$ cat src/rtl/bus_fabric_n.sv
// Single-master, N-slave bus fabric with per-slave base/mask decode,
// per-access watchdog, error response and fault logging.
module bus_fabric_n #(
    parameter int NUM_SLAVES = 8,
    parameter int ADR_W      = 32,
    parameter int DAT_W      = 32,
    parameter int TIMEOUT    = 255,
    parameter logic [NUM_SLAVES*ADR_W-1:0] SLV_BASE = '0,
    parameter logic [NUM_SLAVES*ADR_W-1:0] SLV_MASK = '1
) (
    input  logic                        clk_i,
    input  logic                        rst_i,
    input  logic                        m_stb_i,
    input  logic                        m_we_i,
    input  logic [ADR_W-1:0]            m_adr_i,
    input  logic [DAT_W-1:0]            m_dat_i,
    output logic [DAT_W-1:0]            m_dat_o,
    output logic                        m_ack_o,
    output logic                        m_err_o,
    output logic [NUM_SLAVES-1:0]       s_cs_o,
    output logic                        s_we_o,
    output logic [ADR_W-1:0]            s_adr_o,
    output logic [DAT_W-1:0]            s_dat_o,
    input  logic [NUM_SLAVES*DAT_W-1:0] s_dat_i,
    input  logic [NUM_SLAVES-1:0]       s_ack_i,
    output logic [ADR_W-1:0]            err_adr_o,
    output logic [7:0]                  err_cnt_o,
    output logic                        busy_o
);

    typedef enum logic [1:0] {
        IDLE     = 2'd0,
        ACTIVE   = 2'd1,
        RESP_OK  = 2'd2,
        RESP_ERR = 2'd3
    } state_t;

    localparam logic [15:0] WD_LAST = 16'(TIMEOUT - 1);

    state_t                  state;
    logic [15:0]             wd;
    logic                    hit;
    logic [NUM_SLAVES-1:0]   hit_oh;
    logic                    sel_ack;
    logic [DAT_W-1:0]        sel_dat;

    // Address decode: scan from the top so the lowest hitting slave wins.
    always_comb begin
        hit    = 1'b0;
        hit_oh = '0;
        for (int i = NUM_SLAVES - 1; i >= 0; i--) begin
            if ((m_adr_i & SLV_MASK[i*ADR_W +: ADR_W]) ==
                (SLV_BASE[i*ADR_W +: ADR_W] & SLV_MASK[i*ADR_W +: ADR_W])) begin
                hit       = 1'b1;
                hit_oh    = '0;
                hit_oh[i] = 1'b1;
            end
        end
    end

    // Pick ack/data of the selected slave only; others are ignored.
    always_comb begin
        sel_ack = 1'b0;
        sel_dat = '0;
        for (int i = 0; i < NUM_SLAVES; i++) begin
            if (s_cs_o[i]) begin
                sel_ack = s_ack_i[i];
                sel_dat = s_dat_i[i*DAT_W +: DAT_W];
            end
        end
    end

    // Access FSM with registered bus outputs, watchdog and fault log.
    always_ff @(posedge clk_i or negedge rst_i) begin
        if (!rst_i) begin
            state     <= IDLE;
            wd        <= '0;
            s_cs_o    <= '0;
            s_we_o    <= 1'b0;
            s_adr_o   <= '0;
            s_dat_o   <= '0;
            m_dat_o   <= '0;
            m_ack_o   <= 1'b0;
            m_err_o   <= 1'b0;
            err_adr_o <= '0;
            err_cnt_o <= '0;
        end else begin
            m_ack_o <= 1'b0;
            m_err_o <= 1'b0;
            unique case (state)
                IDLE: begin
                    if (m_stb_i) begin
                        s_adr_o <= m_adr_i;
                        s_we_o  <= m_we_i;
                        s_dat_o <= m_dat_i;
                        if (hit) begin
                            s_cs_o <= hit_oh;
                            wd     <= '0;
                            state  <= ACTIVE;
                        end else begin
                            m_err_o <= 1'b1;
                            state   <= RESP_ERR;
                        end
                    end
                end
                ACTIVE: begin
                    if (sel_ack) begin
                        if (!s_we_o) begin
                            m_dat_o <= sel_dat;
                        end
                        s_cs_o  <= '0;
                        m_ack_o <= 1'b1;
                        state   <= RESP_OK;
                    end else if (wd == WD_LAST) begin
                        s_cs_o  <= '0;
                        m_err_o <= 1'b1;
                        state   <= RESP_ERR;
                    end else begin
                        wd <= wd + 16'd1;
                    end
                end
                RESP_OK: begin
                    state <= IDLE;
                end
                RESP_ERR: begin
                    err_adr_o <= s_adr_o;
                    if (err_cnt_o != 8'hFF) begin
                        err_cnt_o <= err_cnt_o + 8'd1;
                    end
                    state <= IDLE;
                end
                default: begin
                    state <= IDLE;
                end
            endcase
        end
    end

    assign busy_o = (state != IDLE);

endmodule

$ cat config.mk
export PLATFORM = sky130hd
export DESIGN_NAME = bus_fabric_n
export DESIGN_NICKNAME = d
export VERILOG_FILES = /design/src/rtl/bus_fabric_n.sv
export SDC_FILE = /design/constraint.sdc
export NUM_CORES = 1
export LEC_CHECK = 0
export CORE_AREA = 5 5 186 188
export DETAILED_ROUTE_END_ITERATION = 10
export DIE_AREA = 0 0 191 193
export PLACE_DENSITY_LB_ADDON = 0.08
export SLEW_MARGIN = 20
export SYNTH_ARGS = -nofsm -noshare
export SYNTH_HDL_FRONTEND = slang
export SYNTH_SLANG_ARGS = --single-unit
export TNS_END_PERCENT = 10
$ cat constraint.sdc
create_clock -name clk_i -period 1.85 [get_ports clk_i]
set_input_delay 0.37 -clock clk_i [delete_from_list [all_inputs] [get_ports clk_i]]
set_output_delay 0.37 -clock clk_i [all_outputs]
set_load 0.01 [all_outputs]
After elaboration in Yosys (flattened, before gate mapping)

Index checks and enable logic that the tools add are counted.

Add/sub/neg operators: 2
Equal/unequal tests: 10
Muxes and demuxes: 40
Bitwise logic cells: 1
Reduce and logical (&&, ||, !) cells: 11

Operators with widths:

| kind                                                                    | number |
|---|---|
| 32-bit two-way mux                                                      | 8 |
| 16-bit two-way mux                                                      | 4 |
| 32-bit logical NOT                                                      | 1 |
| 8-bit two-way mux                                                       | 4 |
| 16-bit case mux with 2 select lines                                     | 1 |
| 16-bit by 1-bit adder with 16-bit output (second input constant)        | 1 |
| 16-bit by 8-bit equality test with 1-bit output (second input constant) | 1 |
| 1-bit two-way mux                                                       | 16 |
| 8-bit case mux with 2 select lines                                      | 1 |
| 8-bit by 1-bit adder with 8-bit output (second input constant)          | 1 |
| 2-bit two-way mux                                                       | 4 |
| 2-bit inequality test (second input constant)                           | 4 |
| 8-bit inequality test (second input constant)                           | 1 |
| 2-bit case mux with 3 select lines                                      | 1 |
| 2-bit AND reduction                                                     | 3 |
| 5-bit AND reduction                                                     | 1 |
| 2-bit equality test (second input constant)                             | 2 |
| 4-bit AND reduction                                                     | 1 |
| 2-bit nonzero test                                                      | 2 |
| 3-bit inequality test (second input constant)                           | 1 |
| 3-bit AND reduction                                                     | 1 |
| 2-bit by 1-bit equality test with 1-bit output (second input constant)  | 1 |
| 2-bit logical NOT                                                       | 1 |
| 1-bit case mux with 2 select lines                                      | 1 |
| other kinds (2)                                                         | 2 |

Register bits: 165
Input bits: 332
Logic and storage cells: 75

Logic depth before layout (Yosys ltp)

Word-level depth: 10
Mapped depth: 7

Worst setup path after synthesis

Ideal clock, no wire load.

Path kind: register -> register
From: register wd[1]
To: register wd[14]
Library setup time: 0.080 ns
Data arrival time: 1.774 ns
Required time: 1.770 ns
Slack: -0.004 ns
Cell stages (with the launch flop): 6
Cell sequence: dfrtp_1 > ha_1 > nand3_1 > or4_1 > or4_1 > o211ai_2

Longest elaborated chain between the ends: 4

Ends and longest elaborated chain:

| element                                  | line | text |
|---|---|---|
| start, declared                          | 41   | `logic [15:0] wd;` |
| start signal, assigned                   | 119  | `wd <= wd + 16'd1;` |
| 16-bit by 1-bit adder with 16-bit output | 119  |  |
| 16-bit two-way mux                       | 114  | `end else if (wd == WD_LAST) begin` |
| 16-bit two-way mux                       | 107  | `if (sel_ack) begin` |
| 16-bit case mux with 2 select lines      | 90   | `unique case (state)` |

Parallel ways exist; a longest one is shown, timed or not. The select of a mux whose other input is x is not followed.
A chain may end at the register's enable or synchronous reset.

Worst setup path after layout

From: register wd[0]
To: register wd[13]

Same word-level chain as after synthesis.

==> flow_summary_export.csv <==
group,metric,value,unit
synthesis,yosysSeqAreaShare,59.9,%
job,max_cap_violations,0,
place,port-buffer-count,241,
place,dp.final_hpwl,16200,um
synthesis,number_of_flops_mapped_to_enable_cells_by_yosys,0,
die,coreArea,32900,um^2
final_layout,num-nets-final,1162,
route,final_wl,22100,um
die,chipHeight,193,um
sta,tns,0,ps
sta,fin_skew,8.90,ps
cts,clock_tree_from_tritoncts,"done",
final_layout,syn2layout_area_growth,61.9,%
sta,finalSetupViolations,0,
cts,clkTransAtPathRegs,60,ps
global_routing,global_route_wire_length_before_repair,33900,um
min_path,holdCritPathClass,"input port to flop",
die,num_rows,67,
cts,clock-sinks,158,
global_routing,grt_antenna_before_repair,2,
pwr,total_power,0.0155,W
final_layout,area.sequential,3960,um^2
setup_path,worstPathMaxFanout,11,
route,drc_errors,0,
global_routing,grt_start_max_net_pins,50,
sta,timing.final.max_slew_violations,0,
place,place_ws,-569,ps
pwr,vdd_ir_drop_max,854,uV
setup_path,timing.critical_path.from_type,"flop",
route,route.detailed.vias_per_inst,4.15,
synthesis,syn-instance-count,541,
sta,number_of_hold_violations_in_the_final_report,0,
final_layout,post_route_cells_drive_above_1_share,25.0,%
die,die_area,36900,um^2
sta,fin_crit_sh,97.6,%
sta,grt_setup_unrepaired,"true",
cts,root_buffer,"sky130_fd_sc_hd__clkbuf_16",
route,detail_routed_net_length_per_standard_cell,17.1,um
pwr,cellPowerDensity,1450,nW/um^2
final_layout,multiInputGateArea,2560,um^2
route,vias_after_detailed_routing,5353,
pwr,leakagePower,4.60,nW
cts,clockBufferDepth,2,
synthesis,ys_flop_type,"sky130_fd_sc_hd__dfrtp_1",
synthesis,synthesis.area,6610,um^2
cts,cts_htree_levels,4,
synthesis,synth_async_sr_flop_share,100,%
final_layout,utilization,32.5,%
cts,clock_insertion_delay_worst_skew,430,ps
setup_path,path_class,"flop to flop",
sta,period_needed,1810,ps
synthesis,yosys.area.top_type_share,59.9,%
global_routing,grt_overflow,0,
setup_path,cp_data_required_time,2190,ps
synthesis,netlist-cell-type-count,43,
die,io-pin-count,480,
die,starting_density_of_the_core,20.0,%
synthesis,synth_largest_area_cell,"sky130_fd_sc_hd__dfrtp_1",
route,drt-initial-drc-count,157,
sta,highest_clock_rate,554,MHz
global_routing,grt_pass1_vias,5740,
setup_path,end_kind,"flop",
route,drt.antenna.violating_nets,0,
die,chipWidth,191,um
synthesis,post_synth_main_area_contributors,"sky130_fd_sc_hd__dfrtp_1 (60%), sky130_fd_sc_hd__mux2_2 (17%), sky130_fd_sc_hd__nand2_1 (4.4%)",
place,finalWeightedCongestion,0.769,
synthesis,synth_seq_cells,158,
run_status,run_status,"finished clean",
route,detailed_routing_iterations_pass_1,6,
sta,worst_pin_slew,553,ps
cts,cts-buffers-inserted,17,
sta,worst_slack,43.9,ps
global_routing,globalRouteTotalUtil,11.9,%
final_layout,fillerInstances,3321,
synthesis,synthesis.yosys.warnings,0,
synthesis,synth_area_per_cell,12.2,um^2
setup_path,arrival_time_at_the_worst_endpoint,2150,ps
sta,max-slew-margin-rel,62.9,%
[where the power goes]
group          total [W]  internal (W)  switching [W]  leakage, nW
clock            0.00353       0.00210        0.00143        0.277
sequential       0.00571       0.00476       0.000953         1.97
combinational    0.00624       0.00372        0.00252         2.35
total             0.0155        0.0106        0.00490         4.60
[per-layer routing]
| metal | up-vias | wire [um] | track usage [%] |
|---|---|---|---|
| li1 | 2505 | - | - |
| met1 | 2622 | 9350 | 14.9 |
| met2 | 209 | 10000 | 17.7 |
| met3 | 13 | 2480 | 6.77 |
| met4 | 4 | 193 | 3.07 |
| met5 | - | 20 | 0 |
[final cells by class]
| cell class | instances | share of cell area (%) |
|---|---|---|
| Antenna cell | 1 | 0.0234 |
| Clock buffer | 24 | 4.50 |
| Clock inverter | 8 | 0.983 |
| Inverter | 8 | 0.281 |
| Multi-Input combinational cell | 345 | 24.0 |
| Sequential cell | 158 | 37.0 |
| Tap cell | 448 | 5.24 |
| Timing Repair Buffer | 297 | 28.0 |
[worst max-delay path, cell delays in order (launching register included)]
cell	delay, ps
sky130_fd_sc_hd__dfrtp_1	390
sky130_fd_sc_hd__inv_2	60
sky130_fd_sc_hd__ha_2	190
sky130_fd_sc_hd__nor4b_2	170
sky130_fd_sc_hd__and4_4	200
sky130_fd_sc_hd__buf_6	140
sky130_fd_sc_hd__or4_4	460
sky130_fd_sc_hd__o211ai_1	110
[through the flow]
step | area (um^2) | hold WS (ps) | cells
after floorplan | 6630 | 74.4 | 547
after CTS | 10600 | 441 | 1285
after global placement | 9920 | 351 | 1251
final | 10700 | 247 | 1289
after global routing | 10700 | 230 | 1288
after detailed placement | 9920 | 350 | 1251
[worst paths after layout]
kind / startpoint / to / slack, ps / cells after the start
worst max-delay path: wd[0] / wd[13] / 40 / 7
worst min-delay path: m_adr_i[22] / s_adr_o[22] / 250 / 2
worst max register to register: wd[0] / wd[13] / 40 / 7
worst min register to register: m_dat_o[14] / m_dat_o[14] / 470 / 2
max in group asynchronous: rst_i / err_adr_o[2] / 750 / 3
min in group asynchronous: rst_i / m_dat_o[17] / 450 / 2
[registers in the layout, indices dropped and copies added, names as in the netlist, 2 cells and up]
name / cells
wd: 16
state: 2
m_dat_o: 32
s_dat_o: 32
err_cnt_o: 8
err_adr_o: 32
s_adr_o: 32
[synthesized netlist by cell type, types with 2 or more instances]
library cell / count
sky130_fd_sc_hd__nor4_1: 13
sky130_fd_sc_hd__nand2_1: 78
sky130_fd_sc_hd__nand3_1: 47
sky130_fd_sc_hd__or4_1: 5
sky130_fd_sc_hd__nor3_1: 7
sky130_fd_sc_hd__mux2_2: 97
sky130_fd_sc_hd__or3_1: 2
sky130_fd_sc_hd__a31oi_1: 3
sky130_fd_sc_hd__xnor2_1: 5
sky130_fd_sc_hd__o211ai_1: 13
sky130_fd_sc_hd__dfrtp_1: 158
sky130_fd_sc_hd__a41oi_1: 2
sky130_fd_sc_hd__o21ai_0: 22
sky130_fd_sc_hd__o21ai_1: 5
sky130_fd_sc_hd__buf_4: 8
sky130_fd_sc_hd__and4_1: 2
sky130_fd_sc_hd__xor2_1: 2
sky130_fd_sc_hd__ha_1: 3
sky130_fd_sc_hd__clkbuf_1: 20
sky130_fd_sc_hd__buf_2: 8
sky130_fd_sc_hd__nor2_1: 2
sky130_fd_sc_hd__inv_1: 8
sky130_fd_sc_hd__nand4_1: 10
sky130_fd_sc_hd__o311a_1: 2
[logic make-up after synthesis]
logic type	share of synthesized area [%]
AND/OR/NAND/NOR	13.3
flip-flops	59.9
multiplexers	16.5
AO/OA/AOI/OAI	5.65
buffers and inverters	3.11
XOR/XNOR	0.928
adder cells (fa/ha/maj)	0.568
other	0.0568
[cells in the final DEF (no fill, tap or decap), types with 2 or more instances in the layout]
cell and count:
sky130_fd_sc_hd__a41oi_1 2, sky130_fd_sc_hd__mux2_2 97, sky130_fd_sc_hd__ha_2 2, sky130_fd_sc_hd__nor4_2 5, sky130_fd_sc_hd__o21ai_0 22, sky130_fd_sc_hd__xor2_1 2, sky130_fd_sc_hd__nor3_1 6, sky130_fd_sc_hd__clkdlybuf4s50_1 219
sky130_fd_sc_hd__inv_1 7, sky130_fd_sc_hd__or4_4 3, sky130_fd_sc_hd__conb_1 7, sky130_fd_sc_hd__nor4_4 2, sky130_fd_sc_hd__or3_1 2, sky130_fd_sc_hd__nor4_1 7, sky130_fd_sc_hd__o21ai_1 5, sky130_fd_sc_hd__buf_4 46
sky130_fd_sc_hd__dlymetal6s2s_1 19, sky130_fd_sc_hd__buf_6 2, sky130_fd_sc_hd__dfrtp_1 154, sky130_fd_sc_hd__bufinv_16 2, sky130_fd_sc_hd__clkbuf_8 3, sky130_fd_sc_hd__o211ai_1 13, sky130_fd_sc_hd__nand4_1 10, sky130_fd_sc_hd__buf_12 7
sky130_fd_sc_hd__inv_6 2, sky130_fd_sc_hd__clkbuf_1 4, sky130_fd_sc_hd__or4_1 2, sky130_fd_sc_hd__clkbuf_16 18, sky130_fd_sc_hd__xnor2_1 5, sky130_fd_sc_hd__nand3_1 46, sky130_fd_sc_hd__a31oi_1 3, sky130_fd_sc_hd__dfrtp_2 4
sky130_fd_sc_hd__clkinvlp_4 3, sky130_fd_sc_hd__nand2_1 77, sky130_fd_sc_hd__o311a_1 2
[repair_timing]
item	CTS	global route
gates cloned	0	1
resized for setup	12	32
hold endpoints to repair	35	0
pin swaps	1	12
hold buffers	1	0
buffers inserted	1	2
endpoints found under the setup margin	22	25
Note: power is estimated with default switching activity, not from simulation.
